`src/rtl/parse_unit_if.sv`:
```
// Fetch-side bundle input and issue-side decoded instruction output of the
// parse stage, bundled so the stage and its neighbours share one port list.
interface parse_unit_if #(
  parameter int INSTR_WIDTH = 30
);
  logic                     enable_i;
  logic [15:0]              pc_i;
  logic [2*INSTR_WIDTH-1:0] data_i;

  logic                     enable_o;
  logic [15:0]              pc_o;
  logic                     slot_o;
  logic                     format_o;
  logic                     branch_o;
  logic [6:0]               opcode_o;
  logic [4:0]               primReg_o;
  logic [4:0]               secReg_o;
  logic [15:0]              imm_o;

  modport master (
    output enable_i, pc_i, data_i,
    input  enable_o, pc_o, slot_o, format_o, branch_o, opcode_o,
           primReg_o, secReg_o, imm_o
  );

  modport slave (
    input  enable_i, pc_i, data_i,
    output enable_o, pc_o, slot_o, format_o, branch_o, opcode_o,
           primReg_o, secReg_o, imm_o
  );
endinterface

```
`src/rtl/parse_unit.sv`:
```
// Parse stage: buffers two-instruction bundles from fetch, drops NOP slots
// and issues one decoded instruction per cycle toward decode.
module parse_unit #(
  parameter int FIFO_DEPTH  = 4,
  parameter int INSTR_WIDTH = 30
) (
  input  logic            clock_i,
  input  logic            reset_i,
  input  logic            flushBack_i,
  input  logic            stall_i,
  output logic            stall_o,
  output logic            overflow_o,
  parse_unit_if.slave     bus
);

  localparam int PW = $clog2(FIFO_DEPTH);
  localparam int CW = PW + 1;
  localparam logic [CW-1:0] DEPTH_C  = CW'(FIFO_DEPTH);
  localparam logic [CW-1:0] ALMOST_C = CW'(FIFO_DEPTH - 1);

  typedef enum logic {SLOT0, SLOT1} slot_state_t;

  logic [15:0]              pc_mem   [FIFO_DEPTH];
  logic [2*INSTR_WIDTH-1:0] data_mem [FIFO_DEPTH];

  logic [PW-1:0] rd_ptr, wr_ptr;
  logic [CW-1:0] count, count_next;
  slot_state_t   state, state_next;

  logic [INSTR_WIDTH-1:0] h0, h1, issue_instr;
  logic push, pop, issue_valid, issue_slot, drop;

  assign h0 = data_mem[rd_ptr][2*INSTR_WIDTH-1:INSTR_WIDTH];
  assign h1 = data_mem[rd_ptr][INSTR_WIDTH-1:0];

  // Slot selection: skip zero slots, stay on a bundle only while slot1 still has work.
  always_comb begin
    pop         = 1'b0;
    issue_valid = 1'b0;
    issue_slot  = 1'b0;
    issue_instr = h0;
    state_next  = state;
    if (flushBack_i) begin
      state_next = SLOT0;
    end else if (!stall_i && count != '0) begin
      case (state)
        SLOT0: begin
          if (h0 != '0) begin
            issue_valid = 1'b1;
            if (h1 != '0) state_next = SLOT1;
            else          pop = 1'b1;
          end else begin
            pop = 1'b1;
            if (h1 != '0) begin
              issue_valid = 1'b1;
              issue_slot  = 1'b1;
              issue_instr = h1;
            end
          end
        end
        SLOT1: begin
          issue_valid = 1'b1;
          issue_slot  = 1'b1;
          issue_instr = h1;
          pop         = 1'b1;
          state_next  = SLOT0;
        end
        default: state_next = SLOT0;
      endcase
    end
  end

  // A full buffer can still accept when the head leaves in the same cycle.
  assign push = bus.enable_i && !flushBack_i && (count != DEPTH_C || pop);
  assign drop = bus.enable_i && !flushBack_i && !push;

  always_comb begin
    count_next = count;
    if (flushBack_i) begin
      count_next = '0;
    end else begin
      case ({push, pop})
        2'b10:   count_next = count + 1'b1;
        2'b01:   count_next = count - 1'b1;
        default: count_next = count;
      endcase
    end
  end

  always_ff @(posedge clock_i) begin
    if (push) begin
      pc_mem[wr_ptr]   <= bus.pc_i;
      data_mem[wr_ptr] <= bus.data_i;
    end
  end

  always_ff @(posedge clock_i or negedge reset_i) begin
    if (!reset_i) begin
      state      <= SLOT0;
      rd_ptr     <= '0;
      wr_ptr     <= '0;
      count      <= '0;
      stall_o    <= 1'b0;
      overflow_o <= 1'b0;
    end else begin
      state   <= state_next;
      count   <= count_next;
      stall_o <= (count_next >= ALMOST_C);
      if (drop) overflow_o <= 1'b1;
      if (flushBack_i) begin
        rd_ptr <= '0;
        wr_ptr <= '0;
      end else begin
        if (push) wr_ptr <= wr_ptr + 1'b1;
        if (pop)  rd_ptr <= rd_ptr + 1'b1;
      end
    end
  end

  // Decoded fields only change on a real issue; an idle cycle just clears valid.
  always_ff @(posedge clock_i or negedge reset_i) begin
    if (!reset_i) begin
      bus.enable_o  <= 1'b0;
      bus.pc_o      <= '0;
      bus.slot_o    <= 1'b0;
      bus.format_o  <= 1'b0;
      bus.branch_o  <= 1'b0;
      bus.opcode_o  <= '0;
      bus.primReg_o <= '0;
      bus.secReg_o  <= '0;
      bus.imm_o     <= '0;
    end else if (flushBack_i) begin
      bus.enable_o <= 1'b0;
    end else if (!stall_i) begin
      bus.enable_o <= issue_valid;
      if (issue_valid) begin
        bus.pc_o      <= pc_mem[rd_ptr];
        bus.slot_o    <= issue_slot;
        bus.format_o  <= issue_instr[29];
        bus.branch_o  <= issue_instr[28];
        bus.opcode_o  <= issue_instr[27:21];
        bus.primReg_o <= issue_instr[20:16];
        bus.secReg_o  <= issue_instr[29] ? 5'd0 : issue_instr[15:11];
        bus.imm_o     <= issue_instr[29] ? issue_instr[15:0] : 16'd0;
      end
    end
  end

endmodule

```
`src/flat_wrapper.sv`:
```
// flat-port wrapper written by rule: the top's interface ports become plain ports
module parse_unit_flat 
#(
  parameter int FIFO_DEPTH  = 4,
  parameter int INSTR_WIDTH = 30
)
  (clock_i, reset_i, flushBack_i, stall_i, stall_o, overflow_o, bus_enable_i, bus_pc_i, bus_data_i, bus_enable_o, bus_pc_o, bus_slot_o, bus_format_o, bus_branch_o, bus_opcode_o, bus_primReg_o, bus_secReg_o, bus_imm_o);
  parse_unit_if #(.INSTR_WIDTH(INSTR_WIDTH)) bus_i ();
  input  logic clock_i;
  input  logic reset_i;
  input  logic flushBack_i;
  input  logic stall_i;
  output logic stall_o;
  output logic overflow_o;
  input wire logic [$bits(bus_i.enable_i)-1:0] bus_enable_i;
  input wire logic [$bits(bus_i.pc_i)-1:0] bus_pc_i;
  input wire logic [$bits(bus_i.data_i)-1:0] bus_data_i;
  output wire logic [$bits(bus_i.enable_o)-1:0] bus_enable_o;
  output wire logic [$bits(bus_i.pc_o)-1:0] bus_pc_o;
  output wire logic [$bits(bus_i.slot_o)-1:0] bus_slot_o;
  output wire logic [$bits(bus_i.format_o)-1:0] bus_format_o;
  output wire logic [$bits(bus_i.branch_o)-1:0] bus_branch_o;
  output wire logic [$bits(bus_i.opcode_o)-1:0] bus_opcode_o;
  output wire logic [$bits(bus_i.primReg_o)-1:0] bus_primReg_o;
  output wire logic [$bits(bus_i.secReg_o)-1:0] bus_secReg_o;
  output wire logic [$bits(bus_i.imm_o)-1:0] bus_imm_o;
  assign bus_i.enable_i = bus_enable_i;
  assign bus_i.pc_i = bus_pc_i;
  assign bus_i.data_i = bus_data_i;
  assign bus_enable_o = bus_i.enable_o;
  assign bus_pc_o = bus_i.pc_o;
  assign bus_slot_o = bus_i.slot_o;
  assign bus_format_o = bus_i.format_o;
  assign bus_branch_o = bus_i.branch_o;
  assign bus_opcode_o = bus_i.opcode_o;
  assign bus_primReg_o = bus_i.primReg_o;
  assign bus_secReg_o = bus_i.secReg_o;
  assign bus_imm_o = bus_i.imm_o;
  parse_unit #(.FIFO_DEPTH(FIFO_DEPTH), .INSTR_WIDTH(INSTR_WIDTH)) u_core (.clock_i(clock_i), .reset_i(reset_i), .flushBack_i(flushBack_i), .stall_i(stall_i), .stall_o(stall_o), .overflow_o(overflow_o), .bus(bus_i));
endmodule
```
`config.mk`:
```
export PLATFORM = sky130hd
export DESIGN_NAME = parse_unit_flat
export DESIGN_NICKNAME = d
export VERILOG_FILES = /design/src/rtl/parse_unit_if.sv /design/src/rtl/parse_unit.sv /design/src/flat_wrapper.sv
export SDC_FILE = /design/constraint.sdc
export NUM_CORES = 1
export LEC_CHECK = 0
export CAP_MARGIN = 10
export CORE_MARGIN = 8
export CORE_UTILIZATION = 55
export DETAILED_ROUTE_END_ITERATION = 16
export PLACE_DENSITY = 0.87
export SKIP_CTS_REPAIR_TIMING = 1
export SKIP_LAST_GASP = 1
export SYNTH_ARGS = -nofsm -noshare
export SYNTH_HDL_FRONTEND = slang
export SYNTH_SLANG_ARGS = --single-unit
```
`constraint.sdc`:
```
create_clock -name clock_i -period 14.9 [get_ports clock_i]
set_clock_uncertainty 0.2 [all_clocks]
set_input_delay 2.235 -clock clock_i [delete_from_list [all_inputs] [get_ports clock_i]]
set_output_delay 2.235 -clock clock_i [all_outputs]
set_load 0.03 [all_outputs]
```
Word-level counts from Yosys, hierarchy flattened --
Memories as Yosys holds them, arrays and structs flattened. A register that Yosys moved wholly into a read port is not among the register bits. Cells that the tools add are included.
Storage, ports and cells: register bits after elaboration 47, bits in writable memories 304, input port bits 81, output and inout bits 55, logic and storage cells 78, memories kept 2
Cells by class: $add $sub $neg 4, order comparisons 1, equal/unequal tests 4, mux-type cells 34, bitwise operators 3, reductions and logical operators 16
Memories:
- u_core.data_mem | words 4, width 60, read ports 1, clocked after memory_dff 0, write ports 1, line parse_unit.sv:24 | logic [2*INSTR_WIDTH-1:0] data_mem [FIFO_DEPTH];
- u_core.pc_mem | words 4, width 16, read ports 1, clocked after memory_dff 1, write ports 1, line parse_unit.sv:23 | logic [15:0] pc_mem [FIFO_DEPTH];
Operators by type and width (count):
- two-way mux 30 bit | 4
- case mux 30 bit (2 select lines) | 1
- nonzero test 30 bit | 2
- two-way mux 1 bit | 17
- two-way mux 16 bit | 1
- two-way mux 2 bit | 4
- case mux 1 bit (2 select lines) | 4
- case mux 3 bit (2 select lines) | 1
- nonzero test 2 bit | 3
- two-way mux 5 bit | 1
- adder 2 x 1 -> 2 bit (second input constant) | 2
- logical AND 1 bit | 4
- zero test 1 bit | 4
- adder 3 x 1 -> 3 bit (second input constant) | 1
- >= comparator 3 x 2 -> 1 bit (second input constant) | 1
- two-way mux 3 bit | 1
- != test 3 bit (second input constant) | 1
- NOT 1 bit | 3
- AND reduction 3 bit | 1
- nonzero test 3 bit | 1
- subtractor 3 x 1 -> 3 bit (second input constant) | 1
- == test 2 x 1 -> 1 bit (second input constant) | 1
- == test 2 bit (second input constant) | 1
- != test 2 bit (second input constant) | 1
- logical OR 1 bit | 1

Longest topological paths before layout --
Gate-level depths: netlist of run 1. An unclocked memory read counts as a cell.
word-level depth 13, mapped depth 14, mapped depth without buffers 11

Worst setup path after synthesis of run 1 --
Ideal clock, no wire load.
path type in2reg, start point input port bus_enable_i, end point memory u_core.data_mem[0][0] (netlist name) (enable), library setup time 443 ps, data arrival time 4623 ps, required time 14257 ps, setup slack 9635 ps, stages 4, buffers on the path 1, cell sequence clkbuf_1 > nand2b_1 > nor2b_1 > and2_1
On the way: word-level cells in the longest chain between the ends 4
Ends and longest elaborated chain:
- start: declaration | line flat_wrapper.sv:15 | input wire logic [$bits(bus_i.enable_i)-1:0] bus_enable_i;
- logical AND 1 bit (2 in series) | line parse_unit.sv:74 | assign push = bus.enable_i && !flushBack_i && (count != DEPTH_C || pop);
- two-way mux 1 bit | line parse_unit.sv:91 | if (push) begin
- two-way mux 1 bit (not written as such) | line parse_unit.sv:93 | data_mem[wr_ptr] <= bus.data_i;
- end: declaration | line parse_unit.sv:24
No other way between the ends.

Worst setup path in the final report of run 1 --
start point register u_core.rd_ptr[0], end point memory u_core.pc_mem[1][0] (enable)
On the way: word-level cells in the longest chain between the ends 11, elaborated cells on any way between the ends 12
Ends and longest elaborated chain:
- start: declaration | line parse_unit.sv:26 | logic [PW-1:0] rd_ptr, wr_ptr;
- start signal: assignment | line parse_unit.sv:115 | if (pop) rd_ptr <= rd_ptr + 1'b1;
- memory read (4 x 60 bit) *
- nonzero test 30 bit | line parse_unit.sv:50 | if (h1 != '0) state_next = SLOT1;
- two-way mux 1 bit | line parse_unit.sv:50
- two-way mux 1 bit * | line parse_unit.sv:48 | if (h0 != '0) begin
- case mux 1 bit (2 select lines) * | line parse_unit.sv:46 | case (state)
- two-way mux 1 bit * | line parse_unit.sv:45 | end else if (!stall_i && count != '0) begin
- two-way mux 1 bit * | line parse_unit.sv:43 | if (flushBack_i) begin
- logical OR 1 bit * | line parse_unit.sv:74
- logical AND 1 bit * | line parse_unit.sv:74
- two-way mux 1 bit * | line parse_unit.sv:91
- two-way mux 1 bit (not written as such) * | line parse_unit.sv:92 | pc_mem[wr_ptr] <= bus.pc_i;
- end: declaration | line parse_unit.sv:23
Mark *: on every way between the ends. The rest lies on a longest branch, timed or not.

==> results of run 1 <==
[cell type report]
| type | instances | area [um2] |
|---|---|---|
| Sequential cell | 367 | 10700 |
| Inverter | 4 | 15.0 |
| Multi-Input combinational cell | 310 | 3170 |
| Tap cell | 330 | 413 |
| Clock inverter | 13 | 120 |
| Timing Repair Buffer | 145 | 1430 |
| Clock buffer | 50 | 1000 |
| Fill cell | 1576 | 8240 |
[metal layers]
| layer | track usage [%] | up-vias | part of all wire [%] |
|---|---|---|---|
| met5 | 0 | - | 0.036 |
| met4 | 7.14 | 2 | 3.3 |
| met3 | 5.73 | 81 | 10 |
| met2 | 34.2 | 453 | 49 |
| met1 | 27.9 | 3821 | 38 |
| li1 | - | 3154 | - |
[per-stage QoR]
stage	utilization (%)	hold slack [ns]	power (W)	worst slack, ns	area (um2)
after CTS	67.1	0.279	0.00246	8.90	16900
after global routing	67.2	0.306	0.00253	8.58	16900
after detailed placement	62.6	0.261	0.00161	9.00	15700
after floorplan	-	0.407	0.00143	9.63	14100
after global placement	62.6	0.259	0.00160	9.21	15700
final	67.2	0.279	0.00245	8.89	16900
[state kept, by name (all words and copies together), names as in the netlist, 3 cells and up]
name and flops:
u_core.bus.imm_o 16, u_core.bus.opcode_o 7, u_core.bus.pc_o 16, u_core.bus.primReg_o 5, u_core.bus.secReg_o 5, u_core.count 3, u_core.data_mem 240, u_core.pc_mem 64
[critical path, cell delays in order, from the launching register on]
cell      delay, ns
dfrtp_4        0.92
buf_4          0.79
mux4_2         0.66
nor4_1         0.38
nand4_1        0.24
nor2_1         0.34
nor3_1         0.13
o21bai_1       0.35
nor2b_1        0.40
and2_4         0.32
buf_4          0.80
[cell usage after synthesis (2+ instances only)]
library cell,instances,area share (%)
edfxtp_1,304,65
nand2_1,89,2.4
mux4_2,76,12
dfrtp_1,63,11
mux2i_1,33,2.4
o31ai_1,23,1.2
clkbuf_1,16,0.43
o21ai_0,15,0.53
nor4_1,14,0.62
nor2_1,13,0.35
buf_2,11,0.39
buf_4,8,0.43
and2_1,4,0.18
ha_1,4,0.36
inv_1,4,0.11
nand4_1,4,0.18
nor3_1,3,0.11
xnor2_1,3,0.19
a211oi_1,2,0.11
nor3b_1,2,0.11
o21bai_1,2,0.11
or3_1,2,0.089
xor2_1,2,0.12
[worst max-delay path by stage]
stage | from | end | slack [ns] | depth (start not counted)
2_1_floorplan | bus_enable_i | u_core.data_mem[0][0]$_DFFE_PP_ | 9.63 | 4
3_3_place_gp | u_core.rd_ptr[0]$_DFFE_PN0P_ | u_core.data_mem[2][47]$_DFFE_PP_ | 9.21 | 10
3_5_place_dp | u_core.rd_ptr[0]$_DFFE_PN0P_ | u_core.data_mem[2][56]$_DFFE_PP_ | 9.00 | 10
4_1_cts | u_core.rd_ptr[0]$_DFFE_PN0P_ | u_core.data_mem[2][10]$_DFFE_PP_ | 8.90 | 10
5_1_grt | u_core.rd_ptr[0]$_DFFE_PN0P_ | u_core.data_mem[2][26]$_DFFE_PP_ | 8.58 | 10
6_report | u_core.rd_ptr[0]$_DFFE_PN0P_ | u_core.pc_mem[1][0]$_DFFE_PP_ | 8.89 | 10
[power by group through the flow]
stage	registers, W	clock network, W	logic (W)
after floorplan	0.00134	0	0.0000909
after global placement	0.00124	0	0.000352
after detailed placement	0.00125	0	0.000362
after CTS	0.00123	0.000869	0.000366
after global routing	0.00123	0.000909	0.000383
final	0.00123	0.000862	0.000363
[kinds of logic (layout without fill, tap and decap cells)]
| kind of cell | count (synthesis) | after routing |
|---|---|---|
| compound gates | 51 | 51 |
| xor+xnor | 5 | 5 |
| fa+ha+maj | 5 | 5 |
| buf+inv | 39 | 212 |
| flops | 367 | 367 |
| mux | 111 | 111 |
| simple gates | 138 | 138 |
==> summary.txt, run 1 <==
Outcome
  – Status: completed

Die
  – Die Width: around 180 um
  – Initial Util: 56.0%
  – Core Area: around 25,000 um2
  – DIE HEIGHT: 176 um
  – # IOs: about 140
  – Rows: 58
  – Die ar.: between 30,000 and 40,000 um2

Drt
  – Initial DRC Count: between 800 and 900
  – DR vias/cell: 6.16
  – Vias: ~7.5k
  – DRC: 0
  – Total wire length: 33,000 um
  – Wire length per cell: around 27 um
  – Iteration count of the initial detailed-routing pass: 6
  – Number of routed nets with antenna violations: 0

GRT
  – First-pass GRT wire length: between 40,000 and 50,000 um
  – Grt ovf: 0
  – Vias in the first global route: between 7k and 8k
  – GRT Overall Usage: a little over a fifth
  – Largest net degree at the start of global routing: 69
  – Initial antenna violation count: 1

STA
  – Unrepaired setup endpoints after global routing: no
  – Final setup viols: 0
  – Final hold violation count: 0
  – Final setup TNS: 0 ns
  – Min Tclk post-route: ~6.0 ns
  – Worst slew pin tran: around 1.1 ns
  – Fin crit share: just over 40%
  – Fmax achieved: approximately 0.17 GHz
  – Fin. max-slew vios: 0
  – Rel. slew slack: slightly below 30%

Setup path
  – FF-to-FF Start: u_core.rd_ptr[0]$_DFFE_PN0P_
  – Worst-path fanout max: 67
  – Crit start category: flop
  – CP required: ~15 ns
  – WP data arrival: ~5.9 ns
  – Worst reg-to-reg setup slack: roughly 8.9 ns
  – Setup CP Type: flop to flop
  – Critical Path Sink Type: flop
  – R2R Path End: u_core.pc_mem[1][0]$_DFFE_PP_
  – Reg2reg path depth: 10

Min path
  – Worst hold stages: 2
  – Hold Path Class: flop to flop
  – Hold Path End: u_core.bus.secReg_o[4]$_DFFE_PN0P_
  – Min-delay src: u_core.bus.secReg_o[4]$_DFFE_PN0P_

CTS
  – Reg clk slew, reported paths: 0.06 ns
  – CTS max path bufs: 3
  – Worst-skew pair later-pin latency: 0.51 ns
  – Number of buffers created by CTS: 35
  – Root Buffer: clkbuf_16
  – CTS tree: done
  – CTS H-tree lvls: 2
  – CTS sink count: 367

Logic synthesis
  – Synth Area in XOR/XNOR: 0.312%
  – Register area share after synthesis: about three quarters
  – Number of synthesized flops with an enable pin: 304
  – Largest family of logic cells by synthesized area: multiplexers
  – Compound-Gate Fraction of Synth Area: under 10%
  – Synth Cell Area: around 14,000 um2
  – Mean post-synth cell area: about 20 um2
  – Main flop type after synthesis: edfxtp_1
  – Net Count, Synth: around 800
  – Post-Synth Simple-Gate Area: under 10%
  – Syn Inst Count: 716
  – Yosys reg bits: between 300 and 400
  – Post-synthesis async set-or-reset flop share: approximately 17%
  – Post-synthesis mux area share: 14.7%
  – Synth warn: 0
  – Cell variety after synth: 42
  – Post-Synth Adder-Cell Area: 0.499%

Pwr
  – Switch Pwr: about 0.00061 W
  – Maximum vdd drop: around 0.10 mV
  – Leakage power: a little under 6 nW
  – Clock power frac: roughly a third
  – Pint: ~0.0018 W
  – Sw frac: approximately a quarter
  – PwrDens: ~150 nW/um2
  – Sequential Power Share: approximately 50%
  – Part of the power in combinational logic: around 15%

Placement
  – Placed cells: approximately 1.2k
  – Hpwl dp: between 20,000 and 25,000 um
  – Final RePlAce weighted congestion: 0.864
  – IO Port Bufs: between 100 and 150

Layout
  – Share of layout cells above drive strength 1: approximately 17%
  – Finished Layout Cells: between 1k and 1.5k
  – Most frequent cells in the layout: 304 x edfxtp_1, 134 x clkdlybuf4s50_1, 89 x nand2_1
  – Area Growth Syn to Fin: 20.0%
  – Ant diodes: 0
  – Most common library cell in the layout ignoring fill and taps: edfxtp_1
  – Nets: around 950

Flow run
  – Max-cap viol count: 0
Power figures use the tool's default switching activity.
==> inputs of run 2 (changes only) <==
==> constraint.sdc (replaced) <==
create_clock -name clock_i -period 5.8 [get_ports clock_i]
set_clock_uncertainty 0.2 [all_clocks]
set_input_delay 0.87 -clock clock_i [delete_from_list [all_inputs] [get_ports clock_i]]
set_output_delay 0.87 -clock clock_i [all_outputs]
set_load 0.03 [all_outputs]
==> run 2 against run 1 <==
Effect of this change:
- clock-buffer cell count shrank 1
- fmax grew 19%
- sequential cell count is the same
- non-clock buffer count grew 10
- sequential share of layout area shrank 0.77 points
- power grew to 2.6 times the previous value
- sequential power grew to 2.6 times the previous value
- via count grew 0.89%
- register-to-register slack lost 8.1 ns
- wire length grew 0.17%
- critical path type unchanged
- critical endpoint is now u_core.data_mem[2][33]$_DFFE_PP_
- largest cell class unchanged
- largest power group unchanged
==> summary.txt, run 2 (synthesis results as in run 1) <==
GRT
  – GRT Overall Usage: 21.4% (+0.14 points)
  – Initial antenna violation count: 1 (unchanged)
  – Largest net degree at the start of global routing: 64 (-7.2%)
  – First-pass GRT wire length: 49,200 um (+0.14%)
  – Grt ovf: 0 (unchanged)
  – Vias in the first global route: 7,899 (+1.7%)

Layout
  – Nets: 960 (+1.2%)
  – Largest regs: u_core.data_mem: 240 flops, u_core.pc_mem: 64 flops
  – Most frequent cells in the layout: 304 x edfxtp_1, 134 x clkdlybuf4s50_1, 89 x nand2_1
  – Finished Layout Cells: 1,232 (+1.1%)
  – Max reg flops: 240 (unchanged)
  – Ant diodes: 0 (unchanged)
  – Most common library cell in the layout ignoring fill and taps: edfxtp_1
  – Top reg by flops: u_core.data_mem
  – Reg area: 10,700 um2 (unchanged)
  – Area Growth Syn to Fin: 21.5%
  – Fill count: 1,520 (-3.6%)
  – Area occupied by multi-input gates: 3170 um2 (unchanged)
  – Share of layout cells above drive strength 1: 18.0% (+1.1 points)
  – Util after Layout: 68.0% (+0.83 points)

CTS
  – Number of buffers created by CTS: 36 (+2.9%)
  – CTS max path bufs: 3 (unchanged)
  – CTS tree: done
  – Reg clk slew, reported paths: 0.06 ns (about the same)
  – Root Buffer: clkbuf_16
  – CTS H-tree lvls: 2 (unchanged)
  – Worst-skew pair later-pin latency: 0.52 ns (about the same)
  – CTS sink count: 367 (unchanged)

Placement
  – Final RePlAce weighted congestion: 0.810 (-6.2%)
  – Placed cells: 1,166 (+0.95%)
  – IO Port Bufs: 135 (unchanged)
  – Hpwl dp: 21,600 um (+1.5%)
  – Pre-CTS setup slack: 0.970 ns (-8.04 ns)

Drt
  – DR vias/cell: 6.15 (-0.17%)
  – Number of routed nets with antenna violations: 0 (unchanged)
  – Vias: 7,578 (+0.89%)
  – Initial DRC Count: 994 (+11%)
  – Iteration count of the initial detailed-routing pass: 5 (-1)
  – Wire length per cell: 26.8 um (-0.89%)
  – Total wire length: 33,000 um (+0.17%)
  – DRC: 0 (unchanged)

Die
  – Rows: 58 (unchanged)
  – Die Width: 176 um (unchanged)
  – Initial Util: 56.0% (unchanged)
  – # IOs: 136 (unchanged)
  – Die ar.: 30,900 um2 (unchanged)
  – Core Area: 25,100 um2 (unchanged)
  – DIE HEIGHT: 176 um (unchanged)

Min path
  – Hold Path Class: flop to flop

STA
  – Fin. max-slew vios: 0 (unchanged)
  – Final setup TNS: 0 ns (unchanged)
  – Unrepaired setup endpoints after global routing: no
  – Worst slew pin tran: 1.00 ns (-0.0614 ns)
  – Rel. slew slack: 32.5% (+3.5 points)
  – Final setup viols: 0 (unchanged)
  – PnR worst setup slack: 0.746 ns (-8.15 ns)
  – Final hold violation count: 0 (unchanged)
  – Fmax achieved: 0.198 GHz (+19%)
  – Min Hold Slack: 0.271 ns (-0.00746 ns)
  – Min Tclk post-route: 5.05 ns (-0.951 ns)
  – Fin crit share: 87.1% (+47 points)

Pwr
  – Leakage power: 5.97 nW (+1.8%)
  – Maximum vdd drop: 0.217 mV (+110%)
  – PwrDens: 375 nW/um2 (+160%)

Setup path
  – WP data arrival: 5.04 ns (-0.89 ns)
  – Setup CP Type: flop to flop
  – Crit start category: flop
  – Worst-path fanout max: 30 (-55%)
  – Critical Path Sink Type: flop
  – CP required: 5.79 ns (-9.03 ns)

Outcome
  – Status: completed

Flow run
  – Max-cap viol count: 0 (unchanged)
run 2: layout make-up:
class                           instances  share of cell area [%]
Multi-Input combinational cell        310                    18.6
Tap cell                              330                    2.42
Sequential cell                       367                    62.7
Clock inverter                         17                    1.04
Timing Repair Buffer                  155                    9.20
Clock buffer                           49                    5.93
Inverter                                4                  0.0879
run 2: worst paths after layout:
check	from	end	slack, ns	cells past startpoint
min	u_core.bus.pc_o[11]$_DFFE_PN0P_	u_core.bus.pc_o[11]$_DFFE_PN0P_	0.27	2
min reg2reg	u_core.bus.pc_o[11]$_DFFE_PN0P_	u_core.bus.pc_o[11]$_DFFE_PN0P_	0.27	2
max reg2reg	u_core.rd_ptr[0]$_DFFE_PN0P_	u_core.data_mem[2][33]$_DFFE_PP_	0.75	9
max	u_core.rd_ptr[0]$_DFFE_PN0P_	u_core.data_mem[2][33]$_DFFE_PP_	0.75	9
max in group asynchronous	reset_i	u_core.rd_ptr[0]$_DFFE_PN0P_	4.41	2
min in group asynchronous	reset_i	u_core.bus.pc_o[5]$_DFFE_PN0P_	0.34	2
run 2: where the power goes:
group / switching (W) / internal, W / total, W / leakage, nW
Combinational: 0.000559 / 0.000385 / 0.000944 / 1.82
Clock: 0.000947 / 0.00137 / 0.00232 / 0.580
Sequential: 0.000105 / 0.00305 / 0.00315 / 3.57
Total: 0.00161 / 0.00480 / 0.00641 / 5.97
run 2: critical path, cell delays in order (launching register included):
cell and delay, ns:
dfrtp_4 0.77, mux4_2 0.62, nor4_1 0.71, nand4_1 0.26
nor2_1 0.29, nor3_1 0.11, o21bai_1 0.31, nor2b_1 0.46
and2_4 0.55, buf_4 0.39
run 2: through the flow:
stage	cell area (um2)	total power (W)
floorplan	14100	0.00367
global placement	15900	0.00411
detailed placement	15900	0.00414
CTS	17100	0.00644
global route	17100	0.00660
finish	17100	0.00641
run 2: per-layer routing:
metal,GRT usage (%),part of all wire (%),up-vias
met1,26.8,38,3910
met4,6.04,1.8,2
met3,5.82,8.8,55
met2,36.3,52,428
met5,0,0.033,-
li1,-,-,3183
==> inputs of run 3 (changes only) <==
--- a/config.mk
+++ b/config.mk
@@ -5,7 +5,9 @@
 export SDC_FILE = /design/constraint.sdc
 export NUM_CORES = 1
 export LEC_CHECK = 0
+export ABC_CLOCK_PERIOD_IN_PS = 5800
 export CAP_MARGIN = 10
+export CORE_ASPECT_RATIO = 1.4
 export CORE_MARGIN = 8
 export CORE_UTILIZATION = 55
 export DETAILED_ROUTE_END_ITERATION = 16
==> run 3 against run 2 <==
Effect of this change:
- clock power decreased by 3%
- utilization decreased by 0.97 points
- via count decreased by 2.2%
- global-route usage increased by 0.86 points
- register-to-register slack improved by 0.18 ns
- wire length increased by 2.0%
- final area decreased by 0.70%
- sequential cell count unchanged
- combinational power decreased by 1%
- critical path type unchanged
- critical endpoint is now u_core.data_mem[1][30]$_DFFE_PP_
- largest power group unchanged
- highest routed layer is now met4
==> summary.txt, run 3 (synthesis results as in run 1) <==
Outcome
  – Status: completed

Setup path
  – WP data arrival: 4.86 ns (-0.18 ns)
  – Crit start category: flop
  – CP max-delay cell: dfrtp_4
  – Worst path max stage delay: 0.81 ns (+0.04 ns)
  – Reg2reg path depth: 10 (+1)
  – Worst-path fanout max: 40 (+33%)
  – WP buf/inv: 2 (+1)
  – Cell Chain, Critical Path: buf_12, mux4_2, nor4_1, nand4_1, nor2_1, nor3_1, o21bai_1, nor2b_1, and2_4, buf_12
  – CP required: 5.79 ns (about the same)
  – CP delay by family, top: simple AND/OR/NAND/NOR gates
  – Worst reg-to-reg setup slack: 0.93 ns (+0.18 ns)
  – Critical Path Sink Type: flop
  – FF-to-FF Start: u_core.rd_ptr[0]$_DFFE_PN0P_
  – R2R Path End: u_core.data_mem[1][30]$_DFFE_PP_
  – Most frequent CP cell: buf_12
  – Setup CP Type: flop to flop

Drt
  – Initial DRC Count: 685 (-31%)
  – Iteration count of the initial detailed-routing pass: 5 (unchanged)
  – Number of routed nets with antenna violations: 0 (unchanged)
  – Wire length per cell: 27.9 um (+4.1%)
  – DRC: 0 (unchanged)
  – Total wire length: 33,700 um (+2.0%)
  – DR vias/cell: 6.14 (-0.14%)
  – Vias: 7,414 (-2.2%)

Layout
  – Max reg flops: 240 (unchanged)
  – Ant diodes: 0 (unchanged)
  – Most frequent cells in the layout: 304 x edfxtp_1, 134 x clkdlybuf4s50_1, 89 x nand2_1
  – Largest regs: u_core.data_mem: 240 flops, u_core.pc_mem: 64 flops
  – Nets: 951 (-0.94%)
  – Finished Layout Cells: 1,207 (-2.0%)
  – Area Growth Syn to Fin: 20.7%
  – Fin area: 17,000 um2 (-0.70%)
  – Fill count: 1,550 (+2.0%)
  – Most common library cell in the layout ignoring fill and taps: edfxtp_1
  – Share of layout cells above drive strength 1: 17.6% (-0.39 points)
  – Top reg by flops: u_core.data_mem

Pwr
  – Part of the power in combinational logic: 14.7% (about the same)
  – PwrDens: 374 nW/um2 (-0.25%)
  – Sequential Power Share: 49.6% (+0.4 points)
  – Switch Pwr: 0.00160 W (-0.45%)
  – Clock power frac: 35.7% (-0.4 points)
  – Maximum vdd drop: 0.294 mV (+35%)
  – Pint: 0.00475 W (-1.1%)
  – Sw frac: 25.3% (+0.13 points)
  – Total design power: 0.00635 W (-0.95%)
  – Leakage power: 5.91 nW (-0.97%)

Die
  – Die Width: 151 um (-14%)
  – Die ar.: 31,000 um2 (+0.23%)
  – # IOs: 136 (unchanged)
  – DIE HEIGHT: 205 um (+17%)
  – Initial Util: 55.6% (-0.41 points)
  – Rows: 69 (+19%)
  – Core Area: 25,300 um2 (+0.74%)

STA
  – Worst slew pin tran: 1.19 ns (+0.186 ns)
  – Rel. slew slack: 19.1% (-13 points)
  – Min Tclk post-route: 4.87 ns (-0.182 ns)
  – Final setup TNS: 0 ns (unchanged)
  – Unrepaired setup endpoints after global routing: no
  – Final hold violation count: 0 (unchanged)
  – Fin. max-slew vios: 0 (unchanged)
  – Final setup viols: 0 (unchanged)
  – Fin crit share: 84.0% (-3.1 points)
  – Fmax achieved: 0.205 GHz (+3.7%)
  – PnR worst setup slack: 0.928 ns (+0.182 ns)

Placement
  – Placed cells: 1,147 (-1.6%)
  – Placed cell area: 15,800 um2 (-0.39%)
  – IO Port Bufs: 135 (unchanged)
  – Final RePlAce weighted congestion: 0.811 (about the same)
  – Hpwl dp: 22,800 um (+5.8%)
  – Pre-CTS setup slack: 0.967 ns (-0.00286 ns)

CTS
  – Root Buffer: clkbuf_16
  – Worst-skew pair later-pin latency: 0.52 ns (about the same)
  – Reg clk slew, reported paths: 0.06 ns (about the same)
  – CTS sink count: 367 (unchanged)
  – CTS tree: done
  – Number of buffers created by CTS: 35 (-2.8%)
  – CTS H-tree lvls: 2 (unchanged)
  – CTS max path bufs: 3 (unchanged)

Min path
  – Hold Path Class: input port to asynchronous set/reset pin

GRT
  – Largest net degree at the start of global routing: 65 (+1.6%)
  – Vias in the first global route: 7,895 (-0.051%)
  – Grt ovf: 0 (unchanged)
  – First-pass GRT wire length: 49,800 um (+1.2%)
  – GRT Overall Usage: 22.3% (+0.86 points)
  – Initial antenna violation count: 0 (-1)

Flow run
  – Max-cap viol count: 0 (unchanged)
-- run 3: changes by cell type in the layout (fill, tap and decap cells not counted), sizes merged --
cell    delta
buf        -8
bufinv     +1
clkbuf     -8
clkinv     +1
-- run 3: final cells by class --
type / instances / area (um2) / area share [%]
clock buffers: 41 / 918 / 5.42
multi-input cells: 310 / 3170 / 18.7
flip-flops and latches: 367 / 10700 / 63.2
inverters: 4 / 15.0 / 0.0886
clock inverters: 19 / 214 / 1.26
well taps: 319 / 399 / 2.35
repair buffers: 147 / 1520 / 8.99
-- run 3: worst max path at each step --
stage | start | end | slack (ns) | cells past startpoint
final | u_core.rd_ptr[0]$_DFFE_PN0P_ | u_core.data_mem[1][30]$_DFFE_PP_ | 0.93 | 10
after global routing | u_core.rd_ptr[0]$_DFFE_PN0P_ | u_core.data_mem[1][46]$_DFFE_PP_ | 0.65 | 10
after CTS | u_core.rd_ptr[0]$_DFFE_PN0P_ | u_core.data_mem[1][9]$_DFFE_PP_ | 0.92 | 10
after detailed placement | u_core.rd_ptr[0]$_DFFE_PN0P_ | u_core.data_mem[1][20]$_DFFE_PP_ | 0.97 | 10
after global placement | u_core.rd_ptr[0]$_DFFE_PN0P_ | u_core.data_mem[1][46]$_DFFE_PP_ | 1.07 | 10
after floorplan | u_core.rd_ptr[0]$_DFFE_PN0P_ | u_core.data_mem[0][0]$_DFFE_PP_ | 0.79 | 11
-- run 3: power groups by stage --
| stage | Sequential [W] | Combinational, W | Clock, W |
|---|---|---|---|
| 3_3_place_gp | 0.00319 | 0.000916 | 0 |
| 2_1_floorplan | 0.00343 | 0.000233 | 0 |
| 5_1_grt | 0.00317 | 0.000987 | 0.00239 |
| 6_report | 0.00315 | 0.000934 | 0.00226 |
| 4_1_cts | 0.00315 | 0.000945 | 0.00229 |
| 3_5_place_dp | 0.00320 | 0.000935 | 0 |
-- run 3: per-stage QoR --
stage / util, % / hold slack [ns]
after floorplan: - / 0.374
after global placement: 62.6 / 0.259
after detailed placement: 62.6 / 0.263
after CTS: 67.0 / 0.118
after global routing: 67.0 / 0.147
final: 67.0 / 0.122
-- run 3: per-layer routing --
metal / vias to the layer above / global-route usage, % / routed length [um]
met5: - / 0 / 0
li1: 3157 / - / -
met2: 352 / 40.2 / 18400
met4: 0 / 10.4 / 1420
met1: 3831 / 25.2 / 11600
met3: 74 / 3.67 / 2230
